[config.mk]
export PLATFORM = sky130hd
export DESIGN_NAME = fetch_unit
export DESIGN_NICKNAME = d
export VERILOG_FILES = /design/src/rtl/fetch_pkg.sv /design/src/rtl/fetch_fifo.sv /design/src/rtl/fetch_unit.sv
export SDC_FILE = /design/constraint.sdc
export NUM_CORES = 1
export LEC_CHECK = 0
export BUFFER_PORTS_ARGS = -buffer_cell sky130_fd_sc_hd__buf_2
export CAP_MARGIN = 15
export CORE_ASPECT_RATIO = 0.7
export CORE_MARGIN = 5
export CORE_UTILIZATION = 64
export DETAILED_ROUTE_END_ITERATION = 7
export PLACE_DENSITY = 0.91
export RECOVER_POWER = 50
export SYNTH_ARGS = -nofsm -noshare
export SYNTH_HDL_FRONTEND = slang
export SYNTH_HIERARCHICAL = 1
export SYNTH_SLANG_ARGS = --single-unit
[constraint.sdc]
create_clock -name clk -period 21.6 [get_ports clk]
set_input_delay 3.24 -clock clk [delete_from_list [all_inputs] [get_ports clk]]
set_output_delay 3.24 -clock clk [all_outputs]
set_load 0.05 [all_outputs]
[src/rtl/fetch_pkg.sv]
`default_nettype none
// ============================================================================
// Module      : fetch_pkg
// Description : Shared types and default constants for the fetch stage.
// Revision    : 1.0 - initial release
// ============================================================================
package fetch_pkg;

    typedef enum logic [1:0] {
        BOOT  = 2'd0,
        RUN   = 2'd1,
        DRAIN = 2'd2,
        FAULT = 2'd3
    } fetch_state_t;

    localparam int          DEFAULT_XLEN     = 32;
    localparam int          DEFAULT_DEPTH    = 4;
    localparam logic [31:0] DEFAULT_RESET_PC = 32'h0000_0000;
    localparam int          PC_STEP          = 4;

endpackage
`default_nettype wire

[src/rtl/fetch_fifo.sv]
`default_nettype none
// ============================================================================
// Module      : fetch_fifo
// Description : Synchronous prefetch FIFO; flush beats push and pop.
// Revision    : 1.0 - initial release
// ============================================================================
module fetch_fifo #(
    parameter int WIDTH = 64,
    parameter int DEPTH = 4
) (
    input  logic                       clk,
    input  logic                       rst,
    input  logic                       i_push,
    input  logic [WIDTH-1:0]           i_data,
    input  logic                       i_pop,
    input  logic                       i_flush,
    output logic [WIDTH-1:0]           o_data,
    output logic [$clog2(DEPTH):0]     o_count
);

    localparam int AW = $clog2(DEPTH);
    localparam int CW = AW + 1;

    logic [WIDTH-1:0] r_mem [DEPTH];
    logic [AW-1:0]    r_rd;
    logic [AW-1:0]    r_wr;
    logic [CW-1:0]    r_count;
    logic             w_do_push;
    logic             w_do_pop;

    assign w_do_push = i_push & (r_count != CW'(DEPTH));
    assign w_do_pop  = i_pop & (r_count != '0);

    always_ff @(posedge clk or posedge rst) begin
        if (rst) begin
            r_rd    <= '0;
            r_wr    <= '0;
            r_count <= '0;
            for (int i = 0; i < DEPTH; i++) begin
                r_mem[i] <= '0;
            end
        end else if (i_flush) begin
            r_rd    <= '0;
            r_wr    <= '0;
            r_count <= '0;
        end else begin
            if (w_do_push) begin
                r_mem[r_wr] <= i_data;
                r_wr        <= r_wr + AW'(1);
            end
            if (w_do_pop) begin
                r_rd <= r_rd + AW'(1);
            end
            r_count <= r_count + CW'(w_do_push) - CW'(w_do_pop);
        end
    end

    assign o_data  = r_mem[r_rd];
    assign o_count = r_count;

endmodule
`default_nettype wire

[src/rtl/fetch_unit.sv]
`default_nettype none
// ============================================================================
// Module      : fetch_unit
// Description : Sequential instruction fetch with prefetch queue and redirect
//               flush. FETCH_ALIGN_CHECK_EN enables misaligned-redirect faults.
// Revision    : 1.0 - initial release
// ============================================================================
module fetch_unit
    import fetch_pkg::*;
#(
    parameter int              XLEN     = DEFAULT_XLEN,
    parameter int              DEPTH    = DEFAULT_DEPTH,
    parameter logic [XLEN-1:0] RESET_PC = XLEN'(DEFAULT_RESET_PC)
) (
    input  logic            clk,
    input  logic            rst,
    output logic            imem_req_valid,
    output logic [XLEN-1:0] imem_req_addr,
    input  logic            imem_req_ready,
    input  logic            imem_rsp_valid,
    input  logic [31:0]     imem_rsp_data,
    input  logic            redirect_valid,
    input  logic [XLEN-1:0] redirect_pc,
    output logic            instr_valid,
    output logic [31:0]     instr,
    output logic [XLEN-1:0] instr_pc,
    input  logic            instr_ready,
    output logic            fetch_fault,
    output logic [XLEN-1:0] fault_pc
);

    localparam int          CW      = $clog2(DEPTH) + 1;
    localparam int          FW      = 32 + XLEN;
    localparam logic [CW:0] C_DEPTH = (CW+1)'(DEPTH);

    fetch_state_t    r_state;
    fetch_state_t    w_state_next;
    logic            r_req_valid;
    logic [XLEN-1:0] r_req_addr;
    logic [XLEN-1:0] r_rsp_pc;
    logic [CW-1:0]   r_outst;
    logic [CW-1:0]   r_discard;
    logic [CW-1:0]   w_outst_next;
    logic [CW-1:0]   w_discard_next;
    logic [CW-1:0]   w_count;
    logic [CW-1:0]   w_count_next;
    logic            w_acc;
    logic            w_pop;
    logic            w_drop;
    logic            w_push;
    logic            w_misalign;
    logic            w_issue_ok;
    logic            w_credit;
    logic [XLEN-1:0] w_target;
    logic [FW-1:0]   w_head;

`ifdef FETCH_ALIGN_CHECK_EN
    logic            r_fault;
    logic [XLEN-1:0] r_fault_pc;
    assign w_misalign  = redirect_valid & (redirect_pc[1:0] != 2'b00);
    assign fetch_fault = r_fault;
    assign fault_pc    = r_fault_pc;
`else
    assign w_misalign  = 1'b0;
    assign fetch_fault = 1'b0;
    assign fault_pc    = '0;
`endif

    always_comb begin
        w_acc        = r_req_valid & imem_req_ready;
        w_pop        = instr_valid & instr_ready;
        // A response arriving with a redirect belongs to the abandoned stream.
        w_drop       = redirect_valid | (r_discard != '0) | (r_state == FAULT);
        w_push       = imem_rsp_valid & ~w_drop;
        w_outst_next = r_outst + CW'(w_acc) - CW'(imem_rsp_valid);
        w_count_next = redirect_valid ? '0 : (w_count + CW'(w_push) - CW'(w_pop));
        w_target     = redirect_pc & ~XLEN'(3);

        if (redirect_valid) begin
            w_discard_next = w_outst_next;
        end else if (imem_rsp_valid && (r_discard != '0)) begin
            w_discard_next = r_discard - CW'(1);
        end else begin
            w_discard_next = r_discard;
        end

        w_state_next = r_state;
        if (w_misalign) begin
            w_state_next = FAULT;
        end else if (redirect_valid) begin
            w_state_next = (w_outst_next != '0) ? DRAIN : RUN;
        end else begin
            case (r_state)
                BOOT:    w_state_next = RUN;
                DRAIN:   w_state_next = (w_discard_next == '0) ? RUN : DRAIN;
                default: w_state_next = r_state;
            endcase
        end

        // Credit counts queued plus in-flight words so a push never overflows.
        w_issue_ok = (r_state != BOOT) && (w_state_next != FAULT);
        w_credit   = ({1'b0, w_count_next} + {1'b0, w_outst_next}) < C_DEPTH;
    end

    always_ff @(posedge clk or posedge rst) begin
        if (rst) begin
            r_state     <= BOOT;
            r_req_valid <= 1'b0;
            r_req_addr  <= RESET_PC;
            r_rsp_pc    <= RESET_PC;
            r_outst     <= '0;
            r_discard   <= '0;
`ifdef FETCH_ALIGN_CHECK_EN
            r_fault     <= 1'b0;
            r_fault_pc  <= '0;
`endif
        end else begin
            r_state     <= w_state_next;
            r_outst     <= w_outst_next;
            r_discard   <= w_discard_next;
            r_req_valid <= w_issue_ok & w_credit;
            if (redirect_valid) begin
                if (!w_misalign) begin
                    r_req_addr <= w_target;
                end
                r_rsp_pc <= w_target;
            end else begin
                if (w_acc) begin
                    r_req_addr <= r_req_addr + XLEN'(PC_STEP);
                end
                if (w_push) begin
                    r_rsp_pc <= r_rsp_pc + XLEN'(PC_STEP);
                end
            end
`ifdef FETCH_ALIGN_CHECK_EN
            if (redirect_valid) begin
                r_fault    <= w_misalign;
                r_fault_pc <= w_misalign ? redirect_pc : '0;
            end
`endif
        end
    end

    fetch_fifo #(
        .WIDTH (FW),
        .DEPTH (DEPTH)
    ) u_fifo (
        .clk     (clk),
        .rst     (rst),
        .i_push  (w_push),
        .i_data  ({r_rsp_pc, imem_rsp_data}),
        .i_pop   (w_pop),
        .i_flush (redirect_valid),
        .o_data  (w_head),
        .o_count (w_count)
    );

    assign imem_req_valid = r_req_valid;
    assign imem_req_addr  = r_req_addr;
    assign instr_valid    = (w_count != '0);
    assign instr          = w_head[31:0];
    assign instr_pc       = w_head[FW-1:32];

endmodule
`default_nettype wire

# Yosys cells after proc, flatten, opt, wreduce, memory -nomap -nowiden
# Cells that the tools add are included.
[classes]
n_addsub = 12
magnitude_cmp = 4
eq_ne = 4
muxes = 22
n_bitwise = 12
reduce_logical = 14
[ops]
columns = ["operator", "count"]
rows = [
  ["$bwmux 256", 1],
  ["$mux 64", 3],
  ["$bmux 64 s2", 1],
  ["$demux 64 s2", 1],
  ["$mux 32", 4],
  ["$add 32x3->32 const B", 2],
  ["$mux 2", 7],
  ["$mux 3", 4],
  ["$reduce_bool 2->1", 5],
  ["$add 3x1->3", 3],
  ["$reduce_bool 3->1", 3],
  ["$sub 3x1->3", 3],
  ["$and 1x1->1", 6],
  ["$ge 3x3->1 const B", 2],
  ["$not 2->3", 2],
  ["$add 2x1->2 const B", 2],
  ["$add 3x3->4", 1],
  ["$eq 2x2->1 const B", 2],
  ["$lt 4x3->1 const B", 1],
  ["$pmux 2 s2", 1],
  ["$logic_and 1x1->1", 3],
  ["$logic_not 3->1", 1],
  ["$lt 3x1->1 const B", 1],
  ["$ne 3x3->1 const B", 1],
  ["6 further kinds", 8],
]
[totals]
ff_bits = 336
in_bits = 70
output_inout_bits = 131
wordCells = 81

# Depth between registers and ports, before layout
# Gate-level depths: netlist of run 1.
[depth]
word_depth = 11
mapped_depth = 16
depth_no_buf = 15

# Modules after synthesis
# Netlist of run 1, hierarchy kept.
[modules_own_cells]
columns = ["mod", "n_inst", "cells_each", "area_each_um2", "seq_area_each_um2"]
rows = [
  ["fetch_fifo", 1, 664, 12732.2, 6581.3],
  ["fetch_unit", 1, 460, 4281.6, 1726.7],
]

# Least setup slack after synthesis of run 1
# Ideal clock, no wire load.
[synth_path]
path_kind = "in2reg"
from = "input redirect_valid"
to = "register r_req_valid (netlist: imem_req_valid)"
setup_time_ns = 0.072
t_arrival_ns = 5.576
required_ns = 21.528
slack_ns = 15.952
stages = 13
path_buffers = 1
cell_sequence = "and4bb_2 > nand2_1 > clkbuf_1 > ha_1 > inv_1 > ha_1 > fa_1 > xnor2_1 > nor2_1 > ha_1 > nor3_1 > o21ai_0 > nor2_1"
[synth_between]
elab_chain_len = 10
word_cells_on_any_way = 17
classes_between = "add/sub: 3; order compare: 1; eq/ne: 1; mux: 5; bitwise: 5; reduce/logical: 2"
[synth_lines]
columns = ["element", "line", "rtl"]
rows = [
  ["start: declaration", "fetch_unit.sv:22", "input logic redirect_valid,"],
  ["$or 1x1->1 (2 in a row)", "fetch_unit.sv:73", "w_drop = redirect_valid | (r_discard != '0) | (r_state == FAULT);"],
  ["$not 1->1", "fetch_unit.sv:74", "w_push = imem_rsp_valid & ~w_drop;"],
  ["$and 1x1->1", "fetch_unit.sv:74", ""],
  ["$add 3x1->3", "fetch_unit.sv:76", "w_count_next = redirect_valid ? '0 : (w_count + CW'(w_push) - CW'(w_pop));"],
  ["$sub 3x1->3", "fetch_unit.sv:76", ""],
  ["$mux 3", "fetch_unit.sv:76", ""],
  ["$add 3x3->4", "fetch_unit.sv:102", "w_credit = ({1'b0, w_count_next} + {1'b0, w_outst_next}) < C_DEPTH;"],
  ["$lt 4x3->1", "fetch_unit.sv:102", ""],
  ["$and 1x1->1 *", "fetch_unit.sv:121", "r_req_valid <= w_issue_ok & w_credit;"],
  ["end signal: assignment", "fetch_unit.sv:121", ""],
  ["end: declaration", "fetch_unit.sv:38", "logic r_req_valid;"],
]
# Every way passes the cells marked *; elsewhere a longest branch is shown, timed or not.
# A chain may end at the register's enable or synchronous reset.

==> metrics list, run 1 <==
- The die covers 30000 sq um.
- Quantity of gates resized following cts: 0
* Most frequently used flop master after synthesis: sky130_fd_sc_hd__dfrtp_1
* Shortest period the worst path allows: 9.94 ns
- The post-route netlist has 39.0% of its cells at a drive strength greater than 1.
* Wire length of the first global-routing pass: 60900 um
* Capturing element type of the critical path: async pin
- The number of max-slew violations in the final report came to 373.
* Register area share after synthesis: 48.8%
- Arrival @ worst endpoint: 9.29 ns
* Post-route core utilization: 71.4%
- Number of antenna violations at the first check in global routing: 0
- Yosys warning total: 6
- Result of the run: finished, violations left
- Master of the slowest instance on the critical path: sky130_fd_sc_hd__clkinvlp_2
- Number of enable flip-flop cells after synthesis: 0
- TritonCTS clock tree: yes
- For this run, asynchronously set or reset flops after synthesis account for 100%.
* Netlist area before placement: 17000 sq um
- Class of the tightest hold or removal check: register to register
* Die X: 205 um
- After detailed routing, the average wire length per cell comes to 22.6 um.
- In this design, the critical path's most frequently occurring cell is sky130_fd_sc_hd__clkbuf_1.
* Number of buffer and inverter stages on the critical path: 3
- Dividing the detail-routed via count by the number of cells gives 6.03.
* Worst-margin pin slew: 5.78 ns
- The final reports fail on capacitance limit, slew limit.
* Total GRT Usage: 25.1%
- The later pin in the worst-skew pair is clocked with a latency of 0.56 ns.
* Area after detailed placement: 17600 sq um
* Number of standard-cell rows in the floorplan: 49
* Number of top-level pins: 201
* Vias after detailed routing: 10000
- Total setup violations reported at the end of the flow: 0
- Port buffering added 163 buffers.
- Register bit count reported by yosys: 332
- Die Y-Extent: 146 um
- Top delay family on crit path: buffers and inverters
- Worst-case hold slack: 0.486 ns
- Number of buffers inserted by hold repair at cts: 0
- CTS placed an instance of sky130_fd_sc_hd__clkbuf_16 at the clock tree root.
- Total clock buffers created by CTS: 30
- Headroom to the max-slew limit came out at -288%.
* Maximum number of pins on one net before global-route repair: 136
- After detailed routing, the total wire length is 37600 um.
* Post-CTS Setup Bufs: 0
* Placer congestion estimate: 0.868
- Along the worst path, the maximum fanout reaches 135.
- Relative to the synthesized area, the layout overhead comes to 8.76%.
- Max Clock Freq: 101 MHz
- In this run the remaining antenna-violating nets after routing total 0.
* Multi-input gate area in the final layout: 7810 sq um
- Setup repair after global routing left no endpoint under its margin.
* Initial core utilization: 65.6%
- Summing all non-filler instances in the final layout gives an area of 18500 sq um.
* Number of H-tree branching levels: 1
- Count of fill cells added during filler insertion: 1649
- Hold Fails Final Rpt: 0
* Gate count of the mapped netlist: 1124
- Critical-path cell list: clkbuf_1 > clkinvlp_2 > clkbuf_1
- Clock skew after layout: 0.00709 ns
- Critical path start-end classification: input port to async pin
* P_leak: 8.57 nW
* Count of max-cap constraint violations: 5
- Diodes inserted: 0
- The first detailed-routing pass ran for 5 iterations.
- Across the whole layout, storage elements account for 8320 sq um.
- Critical Path Max Stage Delay: 3.18 ns
- Critical path startpoint category: input port
* Final total negative setup slack: 0 ns
- Data on the critical path is required at its endpoint by 20.95 ns.
- The final layout contains 1370 nets.
- Clock-pin slew was measured on the worst setup and hold paths at 0.07 ns.
- Pwr Density: 99.8 nW/um^2
- Worst IR drop on VDD: 74.6 uV
- Residual overflow from global routing: 0
* Number of distinct library cell variants in the gate-level netlist after synthesis: 54
* Share of the cycle needed by the critical path after routing: 46.0%
- Buffer depth of the longest clock path: 3
- Number of global-route vias before repair: 10900
- DRC: 0
- The average instance in the mapped netlist occupies 15.1 sq um.
- Post-layout power: 1.85 mW
* Starting DRT DRC Count: 689
- The total area inside the core boundary comes to 25900 sq um.
- Detailed placement HPWL: 24300 um
- Num Clock Sinks: 332
==> final timing paths <==
check,start,to,slack [ns],cells past startpoint
min,u_fifo/r_mem[252]$_DFFE_PP0P_,u_fifo/r_mem[252]$_DFFE_PP0P_,0.49,1
min in group asynchronous,rst,r_discard[1]$_DFF_PP0_,4.12,3
max,rst,u_fifo/r_rd[0]$_DFFE_PP0P_,11.66,3
max reg2reg,r_discard[0]$_DFF_PP0_,u_fifo/r_mem[59]$_DFFE_PP0P_,17.12,9
min reg2reg,u_fifo/r_mem[252]$_DFFE_PP0P_,u_fifo/r_mem[252]$_DFFE_PP0P_,0.49,1
max in group clk,redirect_valid,u_fifo/r_mem[59]$_DFFE_PP0P_,13.78,9
==> report_power, final <==
part | total (mW) | switching [mW] | internal, mW
registers | 0.766 | 0.0677 | 0.698
logic | 0.541 | 0.347 | 0.194
clock network | 0.540 | 0.232 | 0.308
total | 1.85 | 0.647 | 1.20
==> layout by cell type, fill, tap and decap left out, types with 3 or more instances in the layout <==
master,count
sky130_fd_sc_hd__clkbuf_8,6
sky130_fd_sc_hd__and4_1,11
sky130_fd_sc_hd__xor2_1,23
sky130_fd_sc_hd__buf_4,10
sky130_fd_sc_hd__mux2i_1,3
sky130_fd_sc_hd__clkbuf_16,31
sky130_fd_sc_hd__nand2_1,48
sky130_fd_sc_hd__nand2b_1,8
sky130_fd_sc_hd__clkbuf_1,50
sky130_fd_sc_hd__clkinv_2,3
sky130_fd_sc_hd__nor3_1,13
sky130_fd_sc_hd__inv_1,20
sky130_fd_sc_hd__a21boi_0,13
sky130_fd_sc_hd__conb_1,43
sky130_fd_sc_hd__xnor2_1,25
sky130_fd_sc_hd__or4_1,3
sky130_fd_sc_hd__nand4_1,20
sky130_fd_sc_hd__and3_4,3
sky130_fd_sc_hd__and2_1,5
sky130_fd_sc_hd__nor2_1,24
sky130_fd_sc_hd__mux2_1,20
sky130_fd_sc_hd__mux2_4,236
sky130_fd_sc_hd__mux4_2,64
sky130_fd_sc_hd__mux2_2,12
sky130_fd_sc_hd__nand3_1,30
sky130_fd_sc_hd__fa_1,3
sky130_fd_sc_hd__o21ai_0,31
sky130_fd_sc_hd__o211ai_1,6
sky130_fd_sc_hd__a31oi_1,7
sky130_fd_sc_hd__nor4_1,3
sky130_fd_sc_hd__dfrtp_1,330
sky130_fd_sc_hd__ha_1,16
sky130_fd_sc_hd__o311ai_0,9
sky130_fd_sc_hd__and3_1,8
sky130_fd_sc_hd__a21oi_1,6
sky130_fd_sc_hd__buf_2,129
sky130_fd_sc_hd__nor2b_1,3
==> cells in the mapped netlist (2+ instances only) <==
master | instances | area [sq um]
sky130_fd_sc_hd__dfrtp_1 | 332 | 8310
sky130_fd_sc_hd__xnor2_1 | 25 | 219
sky130_fd_sc_hd__a31oi_1 | 7 | 43.8
sky130_fd_sc_hd__nor2b_1 | 3 | 18.8
sky130_fd_sc_hd__nand3_1 | 30 | 150
sky130_fd_sc_hd__o21ai_0 | 31 | 155
sky130_fd_sc_hd__mux2_2 | 12 | 135
sky130_fd_sc_hd__o211ai_1 | 6 | 45.0
sky130_fd_sc_hd__buf_12 | 28 | 561
sky130_fd_sc_hd__mux2i_1 | 3 | 30.0
sky130_fd_sc_hd__nor4_1 | 3 | 18.8
sky130_fd_sc_hd__inv_1 | 22 | 82.6
sky130_fd_sc_hd__fa_1 | 3 | 60.1
sky130_fd_sc_hd__xor2_1 | 23 | 201
sky130_fd_sc_hd__nand2b_1 | 8 | 50.1
sky130_fd_sc_hd__buf_4 | 35 | 263
sky130_fd_sc_hd__a21oi_1 | 6 | 30.0
sky130_fd_sc_hd__mux2_4 | 240 | 3600
sky130_fd_sc_hd__o311ai_0 | 9 | 78.8
sky130_fd_sc_hd__nor3_1 | 13 | 65.1
sky130_fd_sc_hd__a21boi_0 | 12 | 90.1
sky130_fd_sc_hd__and4_1 | 11 | 96.3
sky130_fd_sc_hd__nand4_1 | 20 | 125
sky130_fd_sc_hd__o21a_1 | 2 | 15.0
sky130_fd_sc_hd__nor2_1 | 24 | 90.1
sky130_fd_sc_hd__a31o_2 | 2 | 17.5
sky130_fd_sc_hd__or4_1 | 3 | 22.5
sky130_fd_sc_hd__ha_1 | 16 | 200
sky130_fd_sc_hd__buf_1 | 3 | 11.3
sky130_fd_sc_hd__clkbuf_1 | 18 | 67.6
sky130_fd_sc_hd__and3_4 | 4 | 45.0
sky130_fd_sc_hd__and2_1 | 7 | 43.8
sky130_fd_sc_hd__mux2_1 | 16 | 180
sky130_fd_sc_hd__nand2_1 | 48 | 180
sky130_fd_sc_hd__mux4_2 | 64 | 1440
sky130_fd_sc_hd__nor4_2 | 2 | 25.0
sky130_fd_sc_hd__and3_1 | 7 | 43.8
sky130_fd_sc_hd__buf_2 | 10 | 50.1
==> final cells by class <==
cell class                 count  share of cell area (%)
tap                          357                    2.41
clock inverter                 6                   0.446
multi-input combinational    718                    42.2
sequential                   332                    44.9
clock buffer                  49                    4.88
timing repair buffer         177                    4.67
inverter                      22                   0.453
==> metrics by stage <==
stage | instances | setup slack, ns
after floorplan | 1166 | 11.12
after global placement | 1606 | 14.69
after detailed placement | 1606 | 14.66
after CTS | 1661 | 15.25
after global routing | 1661 | 9.80
final | 1661 | 11.66
==> cells by family after synthesis <==
| family | count (synthesis) | share of synthesized area [%] |
|---|---|---|
| multiplexers | 335 | 31.7 |
| AO/OA/AOI/OAI | 82 | 3.15 |
| flip-flops | 332 | 48.8 |
| adder cells (fa/ha/maj) | 19 | 1.53 |
| AND/OR/NAND/NOR | 191 | 6.24 |
| other | 1 | 0.0220 |
| XOR/XNOR | 48 | 2.47 |
| buffers and inverters | 116 | 6.08 |
==> flip-flops by register name, summed over array words and instances, names as in the netlist <==
name	count
r_outst	3
u_fifo/r_mem	256
imem_req_addr	30
u_fifo/r_wr	2
r_rsp_pc	30
r_discard	3
r_state	2
u_fifo/r_rd	2
imem_req_valid	1
u_fifo/o_count	3
==> layer usage <==
metal | routed length, um | part of all wire [%] | global-route usage (%)
met1 | 16500 | 44 | 36.5
met2 | 17700 | 47 | 39.3
met4 | 954 | 2.5 | 6.33
met5 | 0 | 0 | 0
met3 | 2470 | 6.6 | 5.32
Note: power is estimated with default switching activity, not from simulation.
==> run 2, diff against run 1 <==
Settings changed: CORE_UTILIZATION 64 to 59, PLACE_DENSITY 0.91 to 0.86.
Clock period 21.6 ns to 10.05 ns, I/O delays scaled along.
==> run 2 against run 1 <==
The flow still finishes with violations (capacitance limit, slew limit); sequential power increased by 120%; clock power increased by 110%; via count decreased by 0.61%; power increased by 110%; first-iteration DRC count increased by 6.7%; flip-flop and latch count unchanged; clock skew increased by 0.0086 ns; largest cell class unchanged.
==> metrics list, run 2 (synthesis gave the netlist of run 1 again) <==
* Result of the run: finished, violations left
- Violated checks: capacitance limit, slew limit
- Buffers inserted during clock tree synthesis total 31.
- Capturing element type of the critical path: register
* Detailed placement HPWL: 24400 um
* Number of standard-cell rows in the floorplan: 52
- The first global-routing pass estimated 60400 um of wire.
* Worst Path Max Fanout: 58
- Fraction of final layout cells with drive strength greater than 1: 40.1%
- Static timing analysis puts the maximum clock frequency at 162 MHz.
- Leaving out fill and tap cells, the most frequent cells in the layout are sky130_fd_sc_hd__dfrtp_1 (330), sky130_fd_sc_hd__mux2_4 (240), sky130_fd_sc_hd__buf_2 (134), sky130_fd_sc_hd__mux4_2 (64), sky130_fd_sc_hd__nand2_1 (48).
* Drt total wl: 37600 um
- The final layout contains 1370 nets.
* Average wire per standard cell: 22.4 um
- Starting DRT DRC Count: 735
* Buffer depth of the longest clock path: 3
- Class of the tightest hold or removal check: register to register
- Crit path required time: 10.48 ns
- Count of fill cells added during filler insertion: 2047
- Top reg by flops: u_fifo/r_mem
- Total GRT Usage: 23.1%
* Die Y-Extent: 152 um
* Residual overflow from global routing: 0
* Share of the cycle needed by the critical path after routing: 61.4%
- Across the routed clock network, the largest skew measured is 0.0156 ns.
* Placer congestion estimate: 0.865
- Critical path start-end classification: input port to register
- Detailed routing inserted a total of 9962 vias.
- Number of antenna violations at the first check in global routing: 1
* DRC: 0
- After floorplanning, the core was sized to cover 28700 sq um.
- At the end of the flow the core is filled with cells to 64.6%.
- Worst-margin pin slew: 5.44 ns
- Clk_lat worst skew: 0.56 ns
* Shortest period the worst path allows: 6.17 ns
* Number of buffers inserted by hold repair at cts: 0
* Setup repair after global routing missed its margin: false
- Quantity of gates resized following cts: 0
- The cell sitting at the root of the clock tree is a sky130_fd_sc_hd__clkbuf_16.
* Num Clock Sinks: 332
- Maximum number of pins on one net before global-route repair: 122
- The number of max-slew violations in the final report was 291.
- TritonCTS clock tree: yes
- Post-CTS Setup Bufs: 0
* Number of search-and-repair iterations in the first detailed-routing pass: 5
- The detail route stage leaves a number of antenna-violating nets equal to 0.
- Worst max-slew margin expressed relative to the limit: -264%
- Setup slack on the worst flop-to-flop path: 5.53 ns
- Number of top-level pins: 201
- Count of max-cap constraint violations: 4
- Total setup violations reported at the end of the flow: 0
- Area Growth Syn to Fin: 8.88%
* Pwr Density: 212 nW/um^2
* Arrival @ worst endpoint: 6.60 ns
* Hold Fails Final Rpt: 0
* Max reg flops: 256
- Number of I/O port buffers: 163
* Average via count per standard cell: 5.93
* Initial core utilization: 59.3%
* Leading cell type in the layout, fill and taps excluded: sky130_fd_sc_hd__dfrtp_1
- The number of global-route vias before repair came to 10700.
- The completed layout was analyzed and its total power is 3.93 mW.
* Critical path startpoint category: input port
- Final total negative setup slack: 0 ns
- Die X: 213 um
- VDD sags by at most 161 uV.
* P_leak: 8.56 nW
- Clock transition at path regs: 0.06 ns
* Area of the die: 32400 sq um
* Number of H-tree branching levels: 1
==> run 2: worst max-delay path, stage by stage <==
cell and delay [ns]:
sky130_fd_sc_hd__buf_2 0.09, sky130_fd_sc_hd__clkbuf_1 0.92, sky130_fd_sc_hd__and4bb_2 0.75, sky130_fd_sc_hd__nand2_1 0.43
sky130_fd_sc_hd__inv_1 0.67, sky130_fd_sc_hd__nor2b_1 0.34, sky130_fd_sc_hd__and3_4 0.78, sky130_fd_sc_hd__buf_4 0.66
sky130_fd_sc_hd__mux2_1 0.38
==> run 2: area by class of cell <==
type	count	area [sq um]	area share [%]
repair buffers	176	866	4.67
inverters	22	83.8	0.453
flip-flops and latches	332	8320	44.9
multi-input cells	718	7840	42.3
well taps	378	473	2.55
clock buffers	43	851	4.59
diodes	1	2.50	0.0135
clock inverters	9	97.6	0.527
==> run 2: where the power goes <==
group | total (mW) | switching, mW | internal, mW
clock network | 1.13 | 0.491 | 0.637
registers | 1.65 | 0.145 | 1.50
logic | 1.16 | 0.744 | 0.417
==> run 2: path summary, 6_finish.rpt <==
kind | startpoint | to | cells past startpoint
min in group asynchronous | rst | r_discard[0]$_DFF_PP0_ | 3
max in group asynchronous | rst | u_fifo/r_rd[0]$_DFFE_PP0P_ | 2
max | redirect_valid | u_fifo/r_mem[87]$_DFFE_PP0P_ | 9
min | u_fifo/r_mem[254]$_DFFE_PP0P_ | u_fifo/r_mem[254]$_DFFE_PP0P_ | 1
min reg2reg | u_fifo/r_mem[254]$_DFFE_PP0P_ | u_fifo/r_mem[254]$_DFFE_PP0P_ | 1
max reg2reg | r_discard[0]$_DFF_PP0_ | u_fifo/r_mem[87]$_DFFE_PP0P_ | 9
==> run 2: per-stage QoR <==
step	hold WS [ns]	worst slack, ns	cell area (sq um)	std cells
CTS	0.489	4.89	18600	1678
detailed placement	0.474	4.29	17600	1626
floorplan	0.453	1.30	17200	1166
finish	0.488	3.88	18500	1679
global placement	0.464	4.37	17600	1626
global route	0.507	3.27	18500	1678
==> run 2: routing by layer <==
| layer | share of wire [%] | routed length [um] | global-route usage (%) | vias up |
|---|---|---|---|---|
| met5 | 0.021 | 8 | 0 | - |
| met4 | 1.2 | 450 | 3.84 | 2 |
| met3 | 5.8 | 2190 | 4.72 | 46 |
| met2 | 48 | 17900 | 36.4 | 299 |
| met1 | 45 | 17000 | 34.2 | 5278 |
| li1 | - | - | - | 4337 |
==> run 3, diff against run 2 <==
Settings changed: ABC_AREA set to 1, PLACE_DENSITY 0.86 to 0.85.
Clock period 10.05 ns to 6.05 ns, I/O delays scaled along.
==> run 3 against run 2 <==
The run still ends with capacitance limit, slew limit left; die area is 4.4% higher; wire length is 43% higher; worst hold slack worse by 0.011 ns; register-to-register slack worse by 2.9 ns; non-clock buffer count is 9 higher; clock-buffer cell count is 6 higher; final cell count is 67% higher; largest cell class is now multi-input combinational cells; largest power group unchanged.
==> metrics list, run 3 <==
- From synthesis to final layout, the design area changed by 9.81%.
- Cell internal power was estimated by the tool at 4.19 mW.
* DRC: 0
* Total GRT Usage: 30.7%
- The final reports fail on capacitance limit, slew limit.
- The most used flip-flop cell after synthesis is sky130_fd_sc_hd__dfrtp_1.
- Number of enable flip-flop cells after synthesis: 0
* Max reg flops: 256
- Post-CTS timing repair inserted 0 buffers for setup.
* Fraction of post-synthesis cell area in the top cell type by area: 46.6%
- In the finished design, the share of the clock period the worst path needs comes to 79.3%.
- Worst IR drop on VDD: 221 uV
- Clk_lat worst skew: 0.54 ns
* TritonCTS clock tree: yes
- A synthesized cell averages 7.70 sq um.
- Summed over all failing endpoints, the final setup total negative slack is 0 ns.
* Worst Path Max Fanout: 46
* Total net switching power: 2.89 mW
- The flow ran to the end, but the final reports show violations.
- The H-tree was split into 2 levels.
* Register bit count reported by yosys: 332
- Total setup violations reported at the end of the flow: 0
* Clock skew after layout: 0.0210 ns
- Dividing the detail-routed wire length by the instance count gives 19.2 um.
- Synth area leaders: sky130_fd_sc_hd__dfrtp_1 (47%), sky130_fd_sc_hd__nand2_1 (17%), sky130_fd_sc_hd__nand4_1 (9.6%)
- Number of antenna violations at the first check in global routing: 0
* Critical Path Max Stage Delay: 1.59 ns
* Area of the die: 33800 sq um
- Detailed placement finished with a half-perimeter wire length of 30900 um.
* Worst-margin pin slew: 3.84 ns
- The number of global-route vias before repair came to 16400.
- Leading cell types by count after synthesis: sky130_fd_sc_hd__nand2_1 (792), sky130_fd_sc_hd__dfrtp_1 (332), sky130_fd_sc_hd__nand4_1 (272)
- Die Y-Extent: 155 um
- Total clock buffers created by CTS: 34
- The critical path is of the input port to register type.
- By instance count, the cell type seen most on the critical path is sky130_fd_sc_hd__nand2_1.
- sky130_fd_sc_hd__dfrtp_1 takes more of the synthesized area than any other cell.
- Class of the tightest hold or removal check: register to register
- Maximum number of pins on one net before global-route repair: 153
* Master of the slowest instance on the critical path: sky130_fd_sc_hd__clkbuf_1
* Placer congestion estimate: 0.997
- Shortest period the worst path allows: 4.80 ns
- Using the TritonRoute via totals, the vias-per-cell ratio works out to 6.21.
- The clock net in this run drives a total of 332 sinks.
- The register with the most flip-flops in the final layout is u_fifo/r_mem.
- Setup repair after global routing missed its margin: false
- Power share of the clock group: 28.9%
- Combinational Power Share: 31.3%
- In this run the horizontal extent of the chip is 218 um.
* Arrival @ worst endpoint: 5.18 ns
- In this run the power density over the cells is 362 nW/um^2.
* Capturing element type of the critical path: register
- The number of buffers and inverters on the critical path is 3.
* Critical path startpoint category: input port
- Vias after detailed routing: 17500
- Synthesis handed over a netlist of 2315 instances.
- Count of max-cap constraint violations: 4
- Fraction of power spent switching nets: 40.8%
- Hold timing on the final database bottoms out at a slack of 0.476 ns.
- Residual overflow from global routing: 0
- Max-slew violation count: 231
- Walking the worst path, the cells encountered are clkbuf_1 > inv_1 > nand2_1 > inv_2 > nand2_1 > nand3_1.
- Clock transition at path regs: 0.06 ns
- Post-synth ARST share: 100%
- Number of I/O port buffers: 163
- Core area: 29900 sq um
- The repair_antennas step left the layout with diodes totalling 0.
- Static timing analysis puts the maximum clock frequency at 208 MHz.
- Register area share after synthesis: 46.6%
* Number of standard-cell rows in the floorplan: 53
- Quantity of gates resized following cts: 0
* Netlist area before placement: 17800 sq um
- Crit path required time: 6.43 ns
- Yosys printed 6 warnings.
* Commonest cells after routing, fill and taps aside: sky130_fd_sc_hd__nand2_1 (792), sky130_fd_sc_hd__dfrtp_1 (330), sky130_fd_sc_hd__nand4_1 (272), sky130_fd_sc_hd__nor2_1 (206), sky130_fd_sc_hd__o21ai_0 (142)
- The first global-routing pass estimated 85500 um of wire.
* Sequential share of power: 39.8%
* Number of buffers inserted by hold repair at cts: 0
- Summed over all cells, the static leakage comes to 10.3 nW.
- The clock passes through at most 3 buffers.
- Fraction of final layout cells with drive strength greater than 1: 10.1%
- Post-layout power: 7.08 mW
- Number of distinct library cell variants in the gate-level netlist after synthesis: 39
- For this configuration, the core starts out at a cell density of 59.6%.
- The cell family contributing the most delay on the critical path is buffers and inverters.
- Once detail routing completed, the nets flagged for antenna violations numbered 0.
- Root Driver: sky130_fd_sc_hd__clkbuf_16
- In this run the count of I/O pins placed on the die edge is 201.
- Leaving out fill and tap cells, the most frequent cell in the layout is sky130_fd_sc_hd__nand2_1.
- The routed design has 53800 um of wire.
- Worst max-slew margin expressed relative to the limit: -156%
- The total count of hold-check failures in the final report is 0.
- Number of search-and-repair iterations in the first detailed-routing pass: 6
- Starting DRT DRC Count: 2508
- Most frequent cell after synthesis: sky130_fd_sc_hd__nand2_1
- In the final design database the tool counted 2466 nets.
run 3: cells by family after synthesis:
| kind of cell | count (synthesis) | share of synthesized area, % |
|---|---|---|
| compound gates | 246 | 7.94 |
| xor+xnor | 31 | 1.52 |
| fa+ha+maj | 19 | 1.46 |
| buf+inv | 297 | 7.69 |
| flops | 332 | 46.6 |
| other cells | 1 | 0.0211 |
| simple gates | 1389 | 34.7 |
run 3: worst register-to-register path, stage by stage, from the launching register on:
cell                      delay (ns)
sky130_fd_sc_hd__dfrtp_1        0.38
sky130_fd_sc_hd__inv_1          0.10
sky130_fd_sc_hd__ha_1           0.19
sky130_fd_sc_hd__nand4_2        0.22
sky130_fd_sc_hd__inv_1          0.78
sky130_fd_sc_hd__inv_2          0.09
sky130_fd_sc_hd__a21oi_4        0.77
sky130_fd_sc_hd__buf_12         0.42
sky130_fd_sc_hd__nand4_1        0.28
sky130_fd_sc_hd__nand2_1        0.11
run 3: final cells by class:
type | instances | area (sq um)
Clock buffer | 49 | 987
Clock inverter | 9 | 70.1
Fill cell | 2449 | 10300
Inverter | 96 | 368
Multi-Input combinational cell | 1728 | 8340
Sequential cell | 332 | 8310
Tap cell | 412 | 515
Timing Repair Buffer | 185 | 970
run 3: final timing paths:
kind,slack [ns],from,cells after the start,endpoint
max,1.25,redirect_valid,6,imem_req_addr[22]$_DFFE_PP0N_
min reg2reg,0.48,u_fifo/r_mem[136]$_DFFE_PP0P_,2,u_fifo/r_mem[136]$_DFFE_PP0P_
max in group asynchronous,1.99,rst,3,imem_req_addr[21]$_DFFE_PP0N_
min in group asynchronous,0.88,rst,2,u_fifo/r_mem[164]$_DFFE_PP0P_
min,0.48,u_fifo/r_mem[136]$_DFFE_PP0P_,2,u_fifo/r_mem[136]$_DFFE_PP0P_
max reg2reg,2.64,r_discard[0]$_DFF_PP0_,9,u_fifo/r_mem[17]$_DFFE_PP0P_
run 3: power groups by stage:
| stage | registers, mW | clock network [mW] | logic, mW |
|---|---|---|---|
| detailed placement | 2.84 | 0 | 2.20 |
| global route | 2.85 | 2.15 | 2.38 |
| global placement | 2.83 | 0 | 2.15 |
| finish | 2.82 | 2.05 | 2.21 |
| floorplan | 2.91 | 0 | 1.55 |
| CTS | 2.80 | 2.06 | 2.22 |
run 3: metrics by stage:
step                setup WS [ns]  util [%]  std cells  area [sq um]
floorplan                    1.67         -       2357         18000
global placement             1.96      62.0       2753         18600
detailed placement           1.86      62.0       2753         18600
CTS                          1.67      65.6       2811         19600
global route                0.929      65.4       2811         19600
finish                       1.25      65.4       2811         19600
run 3: metal layers:
| layer | share of wire (%) | up-vias | GRT usage (%) |
|---|---|---|---|
| met1 | 40 | 8316 | 44.7 |
| met4 | 2.7 | 0 | 10.1 |
| met2 | 46 | 1175 | 46.8 |
| met3 | 11 | 148 | 6.11 |
| li1 | - | 7823 | - |
| met5 | 0 | - | 0 |
